<file path="src/rtl/alu_uart_iface_if.sv">
// Bus bundle between the ALU/UART frame controller and its surroundings:
// the UART receive/transmit FIFO handshakes plus the registered ALU operand/result path.
interface alu_uart_iface_if #(
  parameter int N_BIT = 8,
  parameter int N_OP  = 6
);
  logic             rx_empty;
  logic [N_BIT-1:0] r_data;
  logic             rd_uart;
  logic             tx_full;
  logic             wr_uart;
  logic [N_BIT-1:0] w_data;
  logic [N_BIT-1:0] alu_a;
  logic [N_BIT-1:0] alu_b;
  logic [N_OP-1:0]  alu_op;
  logic [N_BIT-1:0] alu_res;

  // The controller drives the FIFO strobes and the ALU operands.
  modport master (
    input  rx_empty, r_data, tx_full, alu_res,
    output rd_uart, wr_uart, w_data, alu_a, alu_b, alu_op
  );

  modport slave (
    output rx_empty, r_data, tx_full, alu_res,
    input  rd_uart, wr_uart, w_data, alu_a, alu_b, alu_op
  );
endinterface

</file>
<file path="src/rtl/alu_uart_iface.sv">
// Collects A, B and opcode bytes from a UART RX FIFO, lets an external ALU compute, and pushes the result to the TX FIFO.
// Optional frame timeout is compiled in with the macro ALU_IF_TIMEOUT_EN.
module alu_uart_iface #(
  parameter int N_BIT  = 8,
  parameter int N_OP   = 6,
  parameter int TO_W   = 26,
  parameter int TO_MAX = 50000000
) (
  input  logic                clk,
  input  logic                reset,
  alu_uart_iface_if.master    bus,
  output logic                to_err
);

  typedef enum logic [2:0] {GET_A, GET_B, GET_OP, CALC, SEND} state_t;

  state_t state;
  state_t state_next;
  logic   load_a;
  logic   load_b;
  logic   load_op;
  logic   load_res;
  logic   timeout;

  always_ff @(posedge clk) begin
    if (reset) begin
      state      <= GET_A;
      bus.alu_a  <= '0;
      bus.alu_b  <= '0;
      bus.alu_op <= '0;
      bus.w_data <= '0;
    end else begin
      state <= state_next;
      if (load_a)   bus.alu_a  <= bus.r_data;
      if (load_b)   bus.alu_b  <= bus.r_data;
      if (load_op)  bus.alu_op <= bus.r_data[N_OP-1:0];
      if (load_res) bus.w_data <= bus.alu_res;
    end
  end

`ifdef ALU_IF_TIMEOUT_EN
  localparam logic [TO_W-1:0] TO_LAST = TO_W'(TO_MAX - 1);

  logic [TO_W-1:0] to_cnt;
  logic            waiting;

  assign waiting = ((state == GET_B) || (state == GET_OP)) && bus.rx_empty;
  assign timeout = !reset && waiting && (to_cnt == TO_LAST);

  // Sitting in GET_A keeps the counter cleared, which covers every entry into GET_A.
  always_ff @(posedge clk) begin
    if (reset || timeout || bus.rd_uart || (state == GET_A)) begin
      to_cnt <= '0;
    end else if (waiting) begin
      to_cnt <= to_cnt + 1'b1;
    end
  end
`else
  assign timeout = 1'b0;
`endif

  assign to_err = timeout;

  // Strobes are gated by reset so nothing is popped or pushed while reset is held.
  always_comb begin
    state_next  = state;
    bus.rd_uart = 1'b0;
    bus.wr_uart = 1'b0;
    load_a      = 1'b0;
    load_b      = 1'b0;
    load_op     = 1'b0;
    load_res    = 1'b0;
    if (!reset) begin
      case (state)
        GET_A: begin
          if (!bus.rx_empty) begin
            bus.rd_uart = 1'b1;
            load_a      = 1'b1;
            state_next  = GET_B;
          end
        end
        GET_B: begin
          if (timeout) begin
            state_next = GET_A;
          end else if (!bus.rx_empty) begin
            bus.rd_uart = 1'b1;
            load_b      = 1'b1;
            state_next  = GET_OP;
          end
        end
        GET_OP: begin
          if (timeout) begin
            state_next = GET_A;
          end else if (!bus.rx_empty) begin
            bus.rd_uart = 1'b1;
            load_op     = 1'b1;
            state_next  = CALC;
          end
        end
        CALC: begin
          load_res   = 1'b1;
          state_next = SEND;
        end
        SEND: begin
          if (!bus.tx_full) begin
            bus.wr_uart = 1'b1;
            state_next  = GET_A;
          end
        end
        default: state_next = GET_A;
      endcase
    end
  end

endmodule

</file>
<file path="src/flat_wrapper.sv">
// flat-port wrapper written by rule: the top's interface ports become plain ports
module alu_uart_iface_flat 
#(
  parameter int N_BIT  = 8,
  parameter int N_OP   = 6,
  parameter int TO_W   = 26,
  parameter int TO_MAX = 50000000
)
  (clk, reset, to_err, bus_rx_empty, bus_r_data, bus_tx_full, bus_alu_res, bus_rd_uart, bus_wr_uart, bus_w_data, bus_alu_a, bus_alu_b, bus_alu_op);
  alu_uart_iface_if #(.N_BIT(N_BIT), .N_OP(N_OP)) bus_i ();
  input  logic clk;
  input  logic reset;
  output logic to_err;
  input wire logic [$bits(bus_i.rx_empty)-1:0] bus_rx_empty;
  input wire logic [$bits(bus_i.r_data)-1:0] bus_r_data;
  input wire logic [$bits(bus_i.tx_full)-1:0] bus_tx_full;
  input wire logic [$bits(bus_i.alu_res)-1:0] bus_alu_res;
  output wire logic [$bits(bus_i.rd_uart)-1:0] bus_rd_uart;
  output wire logic [$bits(bus_i.wr_uart)-1:0] bus_wr_uart;
  output wire logic [$bits(bus_i.w_data)-1:0] bus_w_data;
  output wire logic [$bits(bus_i.alu_a)-1:0] bus_alu_a;
  output wire logic [$bits(bus_i.alu_b)-1:0] bus_alu_b;
  output wire logic [$bits(bus_i.alu_op)-1:0] bus_alu_op;
  assign bus_i.rx_empty = bus_rx_empty;
  assign bus_i.r_data = bus_r_data;
  assign bus_i.tx_full = bus_tx_full;
  assign bus_i.alu_res = bus_alu_res;
  assign bus_rd_uart = bus_i.rd_uart;
  assign bus_wr_uart = bus_i.wr_uart;
  assign bus_w_data = bus_i.w_data;
  assign bus_alu_a = bus_i.alu_a;
  assign bus_alu_b = bus_i.alu_b;
  assign bus_alu_op = bus_i.alu_op;
  alu_uart_iface #(.N_BIT(N_BIT), .N_OP(N_OP), .TO_W(TO_W), .TO_MAX(TO_MAX)) u_core (.clk(clk), .reset(reset), .bus(bus_i), .to_err(to_err));
endmodule
</file>
<file path="config.mk">
export PLATFORM = sky130hd
export DESIGN_NAME = alu_uart_iface_flat
export DESIGN_NICKNAME = d
export VERILOG_FILES = /design/src/rtl/alu_uart_iface_if.sv /design/src/rtl/alu_uart_iface.sv /design/src/flat_wrapper.sv
export SDC_FILE = /design/constraint.sdc
export NUM_CORES = 1
export LEC_CHECK = 0
export ABC_AREA = 1
export BUFFER_PORTS_ARGS = -buffer_cell sky130_fd_sc_hd__clkbuf_2
export CAP_MARGIN = 30
export CORE_UTILIZATION = 39
export CTS_CLUSTER_DIAMETER = 30
export DETAILED_ROUTE_END_ITERATION = 10
export PLACE_DENSITY_LB_ADDON = 0.3
export SLEW_MARGIN = 30
export SYNTH_ARGS = -nofsm -noshare
export SYNTH_HDL_FRONTEND = slang
export SYNTH_SLANG_ARGS = --single-unit
</file>
<file path="constraint.sdc">
create_clock -name clk -period 1.3 [get_ports clk]
set_input_delay 0.13 -clock clk [delete_from_list [all_inputs] [get_ports clk]]
set_output_delay 0.13 -clock clk [all_outputs]
set_load 0.03 [all_outputs]
</file>
# After elaboration in Yosys (flattened, before gate mapping)

Index checks and enable logic that the tools add are counted.

Logic and storage cells: 35
Input bits: 20
Flip-flop bits (word level): 33

Multiplexer cells: 19
Reduce and logical (&&, ||, !) cells: 3
Eq/ne operators: 8

Operator list:

| kind                 | count |
|---|---|
| $pmux W3 S5          | 1 |
| $mux W1              | 14 |
| $mux W3              | 4 |
| $ne A2 B2 Y1 const B | 4 |
| $eq A3 B2 Y1 const B | 2 |
| $reduce_and A4 Y1    | 1 |
| $eq A3 B1 Y1 const B | 1 |
| $eq A3 B3 Y1 const B | 1 |
| $logic_not A3 Y1     | 1 |
| $reduce_or A3 Y1     | 1 |

# Depth between registers and ports, before layout

Word-level depth: 4
Mapped depth: 6

# Worst setup path before layout

Ideal clock, no wire load.

Path type: register to output
Start: reg u_core.state[0]
End: out bus_wr_uart
Required time: 1.170 ns
Stages on the path, launching flop included: 4
Slack: -0.005 ns
Data arrival time: 1.175 ns
Path through: dfxtp_1 inv_1 nand3_1 nor3_1

Cells in the longest elaborated chain, start to end: 3

Ends and longest elaborated chain:

| element                | RTL line             | source |
|---|---|---|
| start, declared        | alu_uart_iface.sv:17 | `state_t state;` |
| start signal, assigned | alu_uart_iface.sv:33 | `state <= state_next;` |
| $eq A3 B3 Y1           | alu_uart_iface.sv:74 | `case (state)` |
| $mux W1                | alu_uart_iface.sv:74 |  |
| $mux W1                | alu_uart_iface.sv:73 | `if (!reset) begin` |
| end, declared          | flat_wrapper.sv:19   | `output wire logic [$bits(bus_i.wr_uart)-1:0] bus_wr_uart;` |

Every way passes these cells.

# Worst setup path after layout

Start: reg u_core.state[1]
End: out bus_wr_uart

Same word-level chain as after synthesis.

==> results.ini <==
[timing]
finalHoldViolations=0
rsz0062_at_grt=true
fin_crit_sh=1.06
drv_slew=0
fmax_ghz=0.728
setup_viol=1
period_needed_ns=1.37
holdWs_ns=0.0529
worst_slack_ns=-0.0732
skew_ns=0.00565

[worst_setup_path]
ff2ff_setup_slack_ns=0.10
crit_required_ns=1.17
worstSetupStartpointType=flip-flop
crit_chain=buf_6, inv_4, nand3_4, nor3_4, clkbuf_8
critPathKind=flip-flop to primary output
crit_slowest_cell=dfxtp_4
critical_path_arrival_ns=1.24
cpPeakStageDelay_ns=0.38
critPathCaptureType=primary output
crit_fanout=4

[pwr]
peakVddDrop_v=0.000650
netSwitchingPower_uw=579
power_mw=2.19
switching_share=0.264
clkPwrFrac=0.364
powerDensity_nw_per_um2=1240
cell_internal_pwr_mw=1.61
power.share.combinational=0.147
p_leak_nw=0.784
seqPwrFrac=0.489

[logic_synthesis]
ys_ff_latch=33
avgSynthCellArea_um2=8.11
synth_top_cells_by_count=dfxtp_1 (33), a21oi_1 (26), nand2_1 (25), nand3_1 (24), inv_1 (11)
ys_async_sr_fraction=0
ys_seq_area_frac=0.506
syn_area_um2=1310
synth_top_area_share=0.506
synth_area_leaders=dfxtp_1 (51%), a21oi_1 (10%), nand3_1 (9.2%), nand2_1 (7.2%), nand4_1 (3.4%)
ys_types=23
ys_warn_count=0
synth_edf_count=0
synth_most_common_cell=dfxtp_1
synth_flop_cell=dfxtp_1
yosysTopAreaCell=dfxtp_1
synthCells=161
mappedNetlistNets=181

[floorplanning]
fp.dieW_um=59.8
die_h_um=59.8
initial_core_util=0.421
rows=20
fp.coreArea_um2=3100
die-area_um2=3580
io_pins=53

[cts]
path_clk_slew_ns=0.10
cts_tree=done
clk_path_buf_depth=2
clock-sinks=33
cts_buffers=5
cts-root-buf=clkbuf_4
clock_latency_ns=0.32
h-tree-depth=2

[global_route]
grt_max_degree=21
grt_pass1_wl_um=4710
grt_pass1_vias=1062
gr-total-overflow=0
grt_util_all_layers=0.180
antenna_found_initial=0

[layout]
area_delta_synth_final_pct=35.2
utilization=0.569
multi_input_area_um2=573
fillers=314
seq_area_um2=667
stdcell_area_um2=1760
drive_gt1_frac=0.379
nets=238
diodes=0

[route]
dr.pass1.iters=4
drt_iter0_markers=39
viasPerCell=4.79
drc=0
num_vias=1259
wirelength_um=3020
ant_nets=0
routedWlPerCell_um=11.5

[status]
violations=setup timing
status=complete, but fails checks

[placed_design]
postPlaceCellArea_um2=1600
place_congestion=0.821
numPortBuffers=51
dp_hpwl_um=2170

[hold_path]
min-delay-path-class=input pin to flip-flop

[job]
cap_violations=0

## metrics by stage
| step | setup slack, ns | TNS (ns) | cells |
|---|---|---|---|
| after global routing | -0.148 | -0.212 | 263 |
| after CTS | -0.126 | -0.228 | 262 |
| after floorplan | 0.218 | 0 | 161 |
| after detailed placement | 0.120 | 0 | 252 |
| after global placement | 0.130 | 0 | 252 |
| final | -0.0732 | -0.0732 | 263 |
## cell usage in the layout (no fill, tap or decap)
cell       count
a21oi_1       25
a21oi_2        1
a31oi_1        2
and2_4         1
buf_4          6
buf_6          2
bufinv_16      1
clkbuf_1       1
clkbuf_2      49
clkbuf_4       5
clkbuf_8       2
conb_1         1
dfxtp_1       30
dfxtp_2        2
dfxtp_4        1
inv_1          9
inv_2          3
inv_4          2
nand2_1       25
nand2_2        2
nand3_1       23
nand3_2        1
nand3_4        2
nand4_1        7
nor2_1         3
nor2_2         1
nor2_8         1
nor3_1         2
nor3_4         1
o21ai_0        6
o21ai_1        2
## cell families after synthesis
kind of cell,count (synthesis),share of synthesized area
other cells,1,0.00287
buf+inv,22,0.0777
flops,33,0.506
compound gates,36,0.140
simple gates,69,0.273
## power by group through the flow
stage                     sequential, mW  combinational [mW]  clock (mW)
final                               1.07               0.322       0.798
after global routing                1.08               0.352       0.871
after CTS                           1.07               0.311       0.822
after detailed placement            1.09               0.301           0
after global placement              1.09               0.300           0
after floorplan                     1.16               0.139           0
## layer usage
| metal | up-vias | global-route usage | wire length [um] | part of all wire |
|---|---|---|---|---|
| li1 | 661 | - | - | - |
| met1 | 568 | 0.235 | 1450 | 0.48 |
| met2 | 26 | 0.271 | 1420 | 0.47 |
| met3 | 4 | 0.0801 | 133 | 0.044 |
| met4 | 0 | 0.0399 | 24 | 0.0079 |
| met5 | - | 0 | 0 | 0 |
## what timing repair did
item                       CTS  global route
setup endpoints to repair    2             8
resized for setup            8            11
setup buffers                2             1
pin swaps                    1             1
hold buffers                 0             0
## final cells by class
type	instances	area share
clock buffers	7	0.0312
clock inverters	1	0.0170
inverters	14	0.0326
multi-input cells	106	0.325
flip-flops and latches	33	0.378
well taps	44	0.0312
repair buffers	58	0.185
## state kept, by name, indices dropped and copies added, names as in the netlist
| register | count |
|---|---|
| u_core.bus.alu_a | 8 |
| u_core.bus.alu_b | 8 |
| u_core.bus.w_data | 8 |
| u_core.bus.alu_op | 6 |
| u_core.state | 3 |
## worst paths after layout
check                                          from              endpoint  cells after the start
worst min-delay path                 bus_alu_res[2]  u_core.bus.w_data[2]                      3
worst min register to register  u_core.bus.alu_a[5]   u_core.bus.alu_a[5]                      2
worst max register to register      u_core.state[2]   u_core.bus.alu_b[2]                      6
worst max-delay path                u_core.state[1]           bus_wr_uart                      5
## critical path: cells and delay by family, from the launching register on
| kind | cells | cell delay [ns] |
|---|---|---|
| and+or+nand+nor | 2 | 0.19 |
| buffers and inverters | 3 | 0.36 |
| DFF | 1 | 0.38 |
No activity file was read; power rests on OpenSTA's default activity.
